===== src/rtl/sample_frame_buffer_pkg.sv =====
// Shared types and defaults for the sample frame buffer.
// No logic; FSM state encoding, width constants and a saturating increment.
package sample_frame_buffer_pkg;

    typedef enum logic {
        FILL  = 1'b0,
        DRAIN = 1'b1
    } sfb_state_t;

    localparam int DATA_W_DEF    = 12;
    localparam int FRAME_LEN_DEF = 64;
    localparam int OVR_W         = 8;

    function automatic logic [OVR_W-1:0] sat_inc(input logic [OVR_W-1:0] v);
        return (&v) ? v : v + 1'b1;
    endfunction

endpackage


===== src/rtl/sample_frame_buffer_if.sv =====
// Frame beat stream: valid/ready handshake with data and end-of-frame marker.
// Master drives the beat and holds it stable while ready is low.
interface sample_frame_buffer_if
    import sample_frame_buffer_pkg::*;
#(
    parameter int DATA_W = DATA_W_DEF
);
    logic              out_valid;
    logic              out_ready;
    logic [DATA_W-1:0] out_data;
    logic              out_last;

    modport master (
        output out_valid,
        output out_data,
        output out_last,
        input  out_ready
    );

    modport slave (
        input  out_valid,
        input  out_data,
        input  out_last,
        output out_ready
    );
endinterface


===== src/rtl/sample_edge_detect.sv =====
// Rising-edge pulse on an already-synchronous strobe; combinational pulse, one register.
// Previous value resets high so a strobe held high through reset gives no pulse.
module sample_edge_detect (
    input  logic clk,
    input  logic rst_n,
    input  logic sig_i,
    output logic rise_o
);

    logic prev_q;

    always_ff @(posedge clk or negedge rst_n) begin
        if (!rst_n) begin
            prev_q <= 1'b1;
        end else begin
            prev_q <= sig_i;
        end
    end

    assign rise_o = sig_i & ~prev_q;

endmodule


===== src/rtl/sample_frame_buffer.sv =====
// Captures one frame of samples on sample_clk edges, then streams it out in order.
// Beats appear the cycle after the final write; a stalled beat holds, edges during drain count as overruns.
module sample_frame_buffer
    import sample_frame_buffer_pkg::*;
#(
    parameter int DATA_W    = DATA_W_DEF,
    parameter int FRAME_LEN = FRAME_LEN_DEF
) (
    input  logic                  CLOCK,
    input  logic                  RESET_N,
    input  logic                  sample_clk,
    input  logic [DATA_W-1:0]     sample_in,
    sample_frame_buffer_if.master out_if,
    output logic [OVR_W-1:0]      overrun_cnt
);

    localparam int               PTR_W    = $clog2(FRAME_LEN);
    localparam logic [PTR_W-1:0] LAST_IDX = PTR_W'(FRAME_LEN - 1);

    sfb_state_t        state_q;
    logic [PTR_W-1:0]  wr_ptr_q;
    logic [PTR_W-1:0]  rd_ptr_q;
    logic [OVR_W-1:0]  ovr_q;
    logic [DATA_W-1:0] mem_q [FRAME_LEN];

    logic rise;
    logic xfer;
    logic last_xfer;
    logic wr_en;

    sample_edge_detect u_edge (
        .clk    (CLOCK),
        .rst_n  (RESET_N),
        .sig_i  (sample_clk),
        .rise_o (rise)
    );

    assign xfer      = (state_q == DRAIN) && out_if.out_ready;
    assign last_xfer = xfer && (rd_ptr_q == LAST_IDX);
    // wr_ptr_q is always 0 during DRAIN, so the coincident write lands in slot 0.
    assign wr_en     = rise && ((state_q == FILL) || last_xfer);

    always_ff @(posedge CLOCK) begin
        if (wr_en) begin
            mem_q[wr_ptr_q] <= sample_in;
        end
    end

    always_ff @(posedge CLOCK or negedge RESET_N) begin
        if (!RESET_N) begin
            state_q  <= FILL;
            wr_ptr_q <= '0;
            rd_ptr_q <= '0;
            ovr_q    <= '0;
        end else begin
            case (state_q)
                FILL: begin
                    if (rise) begin
                        wr_ptr_q <= wr_ptr_q + 1'b1;
                        if (wr_ptr_q == LAST_IDX) begin
                            state_q  <= DRAIN;
                            rd_ptr_q <= '0;
                        end
                    end
                end
                DRAIN: begin
                    if (xfer) begin
                        rd_ptr_q <= rd_ptr_q + 1'b1;
                    end
                    if (last_xfer) begin
                        state_q <= FILL;
                        if (rise) begin
                            wr_ptr_q <= PTR_W'(1);
                        end
                    end else if (rise) begin
                        ovr_q <= sat_inc(ovr_q);
                    end
                end
                default: state_q <= FILL;
            endcase
        end
    end

    assign out_if.out_valid = (state_q == DRAIN);
    assign out_if.out_last  = (state_q == DRAIN) && (rd_ptr_q == LAST_IDX);
    assign out_if.out_data  = mem_q[rd_ptr_q];
    assign overrun_cnt      = ovr_q;

endmodule


===== src/flat_wrapper.sv =====
// flat-port wrapper written by rule: the top's interface ports become plain ports
module sample_frame_buffer_flat import sample_frame_buffer_pkg::*;
#(
    parameter int DATA_W    = DATA_W_DEF,
    parameter int FRAME_LEN = FRAME_LEN_DEF
)
  (CLOCK, RESET_N, sample_clk, sample_in, overrun_cnt, out_if_out_valid, out_if_out_data, out_if_out_last, out_if_out_ready);
  sample_frame_buffer_if #(.DATA_W(DATA_W)) out_if_i ();
  input  logic CLOCK;
  input  logic RESET_N;
  input  logic sample_clk;
  input  logic [DATA_W-1:0] sample_in;
  output logic [OVR_W-1:0] overrun_cnt;
  output wire logic [$bits(out_if_i.out_valid)-1:0] out_if_out_valid;
  output wire logic [$bits(out_if_i.out_data)-1:0] out_if_out_data;
  output wire logic [$bits(out_if_i.out_last)-1:0] out_if_out_last;
  input wire logic [$bits(out_if_i.out_ready)-1:0] out_if_out_ready;
  assign out_if_out_valid = out_if_i.out_valid;
  assign out_if_out_data = out_if_i.out_data;
  assign out_if_out_last = out_if_i.out_last;
  assign out_if_i.out_ready = out_if_out_ready;
  sample_frame_buffer #(.DATA_W(DATA_W), .FRAME_LEN(FRAME_LEN)) u_core (.CLOCK(CLOCK), .RESET_N(RESET_N), .sample_clk(sample_clk), .sample_in(sample_in), .out_if(out_if_i), .overrun_cnt(overrun_cnt));
endmodule

===== config.mk =====
export PLATFORM = sky130hd
export DESIGN_NAME = sample_frame_buffer_flat
export DESIGN_NICKNAME = d
export VERILOG_FILES = /design/src/rtl/sample_frame_buffer_pkg.sv /design/src/rtl/sample_frame_buffer_if.sv /design/src/rtl/sample_edge_detect.sv /design/src/rtl/sample_frame_buffer.sv /design/src/flat_wrapper.sv
export SDC_FILE = /design/constraint.sdc
export NUM_CORES = 1
export LEC_CHECK = 0
export BUFFER_PORTS_ARGS = -buffer_cell sky130_fd_sc_hd__buf_2
export CORE_ASPECT_RATIO = 0.5
export CORE_MARGIN = 2
export CORE_UTILIZATION = 33
export CTS_CLUSTER_SIZE = 20
export DETAILED_ROUTE_END_ITERATION = 10
export PLACE_DENSITY = 0.46
export SYNTH_ARGS = -nofsm -noshare
export SYNTH_HDL_FRONTEND = slang
export SYNTH_HIERARCHICAL = 1
export SYNTH_SLANG_ARGS = --single-unit

===== constraint.sdc =====
create_clock -name CLOCK -period 2.48 [get_ports CLOCK]
set_input_delay 0.496 -clock CLOCK [delete_from_list [all_inputs] [get_ports CLOCK]]
set_output_delay 0.496 -clock CLOCK [all_outputs]
set_load 0.02 [all_outputs]

==> flow_summary_export.csv <==
group,metric,value,unit
timing,fin_crit_sh,146,%
timing,fmax,275,MHz
floorplan,die_h,220,um
drt,vias,16600,
yosys,synth_warnings,6,
yosys,syn_inst,1524,
timing,setup_viol,794,
yosys,ys_types,57,
placement,place_area,0.0348,mm2
drt,postRouteAntennaNets,0,
global_routing,grt-ovfl-total,0,
pwr,ir_drop,0.000621,V
setup_path,crit_top_cell,"buf_4",
floorplan,fp.dieW,437,um
final_layout,finalNonFillerCells,3193,
final_layout,final_cell_area,0.0397,mm2
drt,drcViolationCount,0,
setup_path,crit_fanout,11,
drt,wire_per_inst,27.7,um
yosys,ys_async_sr_fraction,2.78,%
clock_tree,clkSinkCount,790,
setup_path,start_kind,"register",
yosys,yosys_register_bits,790,
setup_path,cp_cell_sequence,"or3b_1 > buf_12 > o22ai_1 > a211oi_1 > buf_4 > a22oi_2 > buf_4 > and3_1 > buf_2",
clock_tree,cts_tree,"yes",
drt,dr.pass1.iters,5,
clock_tree,clk_latency,0.64,ns
timing,tns,-480.54,ns
pwr,power-per-cell-area,960,mW/mm2
placement,gp_congestion,0.787,
yosys,syn_nets,1543,
global_routing,antenna_found_initial,2,
clock_tree,cts_buffers,77,
floorplan,initial_utilization,33.3,%
setup_path,end_kind,"primary output",
yosys,ys_seq_area_share,76.4,%
placement,place.detailed.hpwl,53900,um
global_routing,grt.total_usage,17.9,%
floorplan,design.core.area,0.0929,mm2
timing,slew_headroom,43.5,%
clock_tree,root_buffer,"clkbuf_16",
setup_path,arrival,3.13,ns
final_layout,fill_cells,8089,
timing,worst-slew-pin-transition,0.847,ns
setup_path,crit_buf_inv,4,
yosys,ys.flop_type,"edfxtp_1",
setup_path,slowest_stage,"dfrtp_4",
final_layout,n_antenna_cell,0,
timing,hold_viol,0,
yosys,synth_area_per_cell,20.3,um2
status,violations,"setup timing",
timing,finalClockSkew,0.0387,ns
final_layout,areaGrowthSynthToFinish,28.3,%
global_routing,first_global_vias,16800,
timing,final.setup.worst_slack,-1.15,ns
setup_path,path_class,"register to primary output",
floorplan,die_area,0.0963,mm2
timing,slew_violations,0,
final_layout,nets,1897,
status,status,"complete, but fails checks",
clock_tree,htreeDepth,3,
pwr,design_power_total,0.0381,W
placement,dp.cells,2977,
global_routing,grt_max_degree,65,
timing,rsz0062_at_grt,"yes",
drt,wl,88500,um
floorplan,ios,38,
floorplan,num_rows,79,
yosys,synth_edf_count,768,
setup_path,path_delay_family,"buffers and inverters",
hold_path,hold_class,"input pin to register",
setup_path,max_stage_delay,0.52,ns
setup_path,required,1.98,ns
timing,timing.hold.ws,0.233,ns
final_layout,layout-drive-gt1-share,39.7,%
drt,vias_per_cell,5.20,
clock_tree,clk_path_buf_depth,3,
run,drv_cap,0,
clock_tree,clk_pin_slew,0.06,ns
yosys,syn_area,0.0309,mm2
timing,finalCriticalPeriod,3.63,ns
placement,io_buffers,37,
drt,drt_iter0_drc,1534,
global_routing,grt_pass1_wl,124000,um
pwr,p_leak,13.0,nW
## registers in the layout (all words and copies together) (netlist names)
| register | cells |
|---|---|
| u_core/out_if.out_valid | 1 |
| u_core/u_edge/prev_q | 1 |
| u_core/mem_q | 768 |
| u_core/wr_ptr_q | 6 |
| u_core/overrun_cnt | 8 |
| u_core/rd_ptr_q | 6 |
## repair_timing
item,in CTS,in global routing
hold endpoints to repair,22,0
resized for setup,190,167
hold buffers,2,0
setup endpoints to repair,791,794
setup buffers,29,13
pin swaps,29,38
gates cloned,17,20
## layout make-up
| type | count | area [um2] | area share, % |
|---|---|---|---|
| flip-flops and latches | 790 | 23600 | 59.5 |
| multi-input cells | 641 | 7690 | 19.4 |
| repair buffers | 361 | 4270 | 10.8 |
| clock buffers | 90 | 2060 | 5.19 |
| well taps | 1255 | 1570 | 3.96 |
| clock inverters | 49 | 442 | 1.11 |
| inverters | 7 | 26.3 | 0.0662 |
## final timing paths
kind	endpoint	cells after the start	slack, ns	startpoint
max	out_if_out_data[3]	9	-1.15	u_core/rd_ptr_q[0]
min	u_core/mem_q[11][7]	1	0.23	sample_in[7]
max reg2reg	u_core/mem_q[27][7]	16	-0.76	u_core/rd_ptr_q[1]
max in group asynchronous	u_core/rd_ptr_q[0]	2	1.52	RESET_N
min reg2reg	u_core/overrun_cnt[7]	1	0.49	u_core/overrun_cnt[7]
min in group asynchronous	u_core/overrun_cnt[6]	2	0.44	RESET_N
## power by group
group,switching [W],total (W),leakage [nW],internal (W)
Sequential,0.000210,0.0150,7.17,0.0148
Combinational,0.00618,0.0113,4.60,0.00511
Clock,0.00509,0.0118,1.22,0.00669
## through the flow
stage	utilization, %	setup slack, ns
2_1_floorplan	-	-0.000782
3_3_place_gp	37.5	-0.868
3_5_place_dp	37.5	-0.889
4_1_cts	41.8	-1.21
5_1_grt	42.7	-1.24
6_report	42.7	-1.15
## synth_stat cells (13+ instances only)
cell	count	share of area, %
a211o_1	13	0.37
a211oi_1	17	0.41
a221oi_1	18	0.51
buf_2	27	0.44
clkbuf_1	27	0.33
dfrtp_1	21	1.7
edfxtp_1	768	75
mux2_2	13	0.47
mux2i_1	129	4.2
mux4_2	133	9.7
nand2_1	26	0.32
nand2b_1	13	0.26
nor2_1	83	1.0
o21ai_0	17	0.28
o22ai_1	40	0.81
## cells by family after synthesis
kind of cell	after synthesis	share of synthesized area, %
AO/OA/AOI/OAI	176	4.14
AND/OR/NAND/NOR	174	2.72
flip-flops	790	76.4
buffers and inverters	95	2.01
XOR/XNOR	11	0.312
adder cells (fa/ha/maj)	3	0.121
multiplexers	275	14.3
## layout by cell type (no fill, tap or decap), types with 6 or more instances in the layout
cell and count:
nor2_4 37, o22ai_2 13, nand2b_1 12, clkinv_2 12
bufinv_16 7, a221oi_1 6, a211oi_2 6, a211o_1 12
o211ai_1 11, clkbuf_1 8, edfxtp_1 768, nor2_1 30
buf_2 29, buf_6 74, buf_16 11, o22ai_1 27
o21ai_2 10, mux2_2 12, nand3_1 8, a22oi_1 7
a21oi_1 9, mux2i_1 123, nand2_1 22, xnor2_1 6
clkinv_1 20, o21ai_0 10, clkbuf_16 86, a211oi_1 10
a221oi_4 6, buf_12 70, and3_1 8, dfrtp_1 17
a221oi_2 6, nor2_2 16, buf_4 161, mux4_2 133
## routing by layer
| layer | GRT usage (%) | share of wire (%) |
|---|---|---|
| met1 | 25.9 | 46 |
| met5 | 0 | 0 |
| met3 | 2.66 | 4.7 |
| met4 | 3.47 | 1.7 |
| met2 | 29.2 | 47 |
Power figures use the tool's default switching activity.
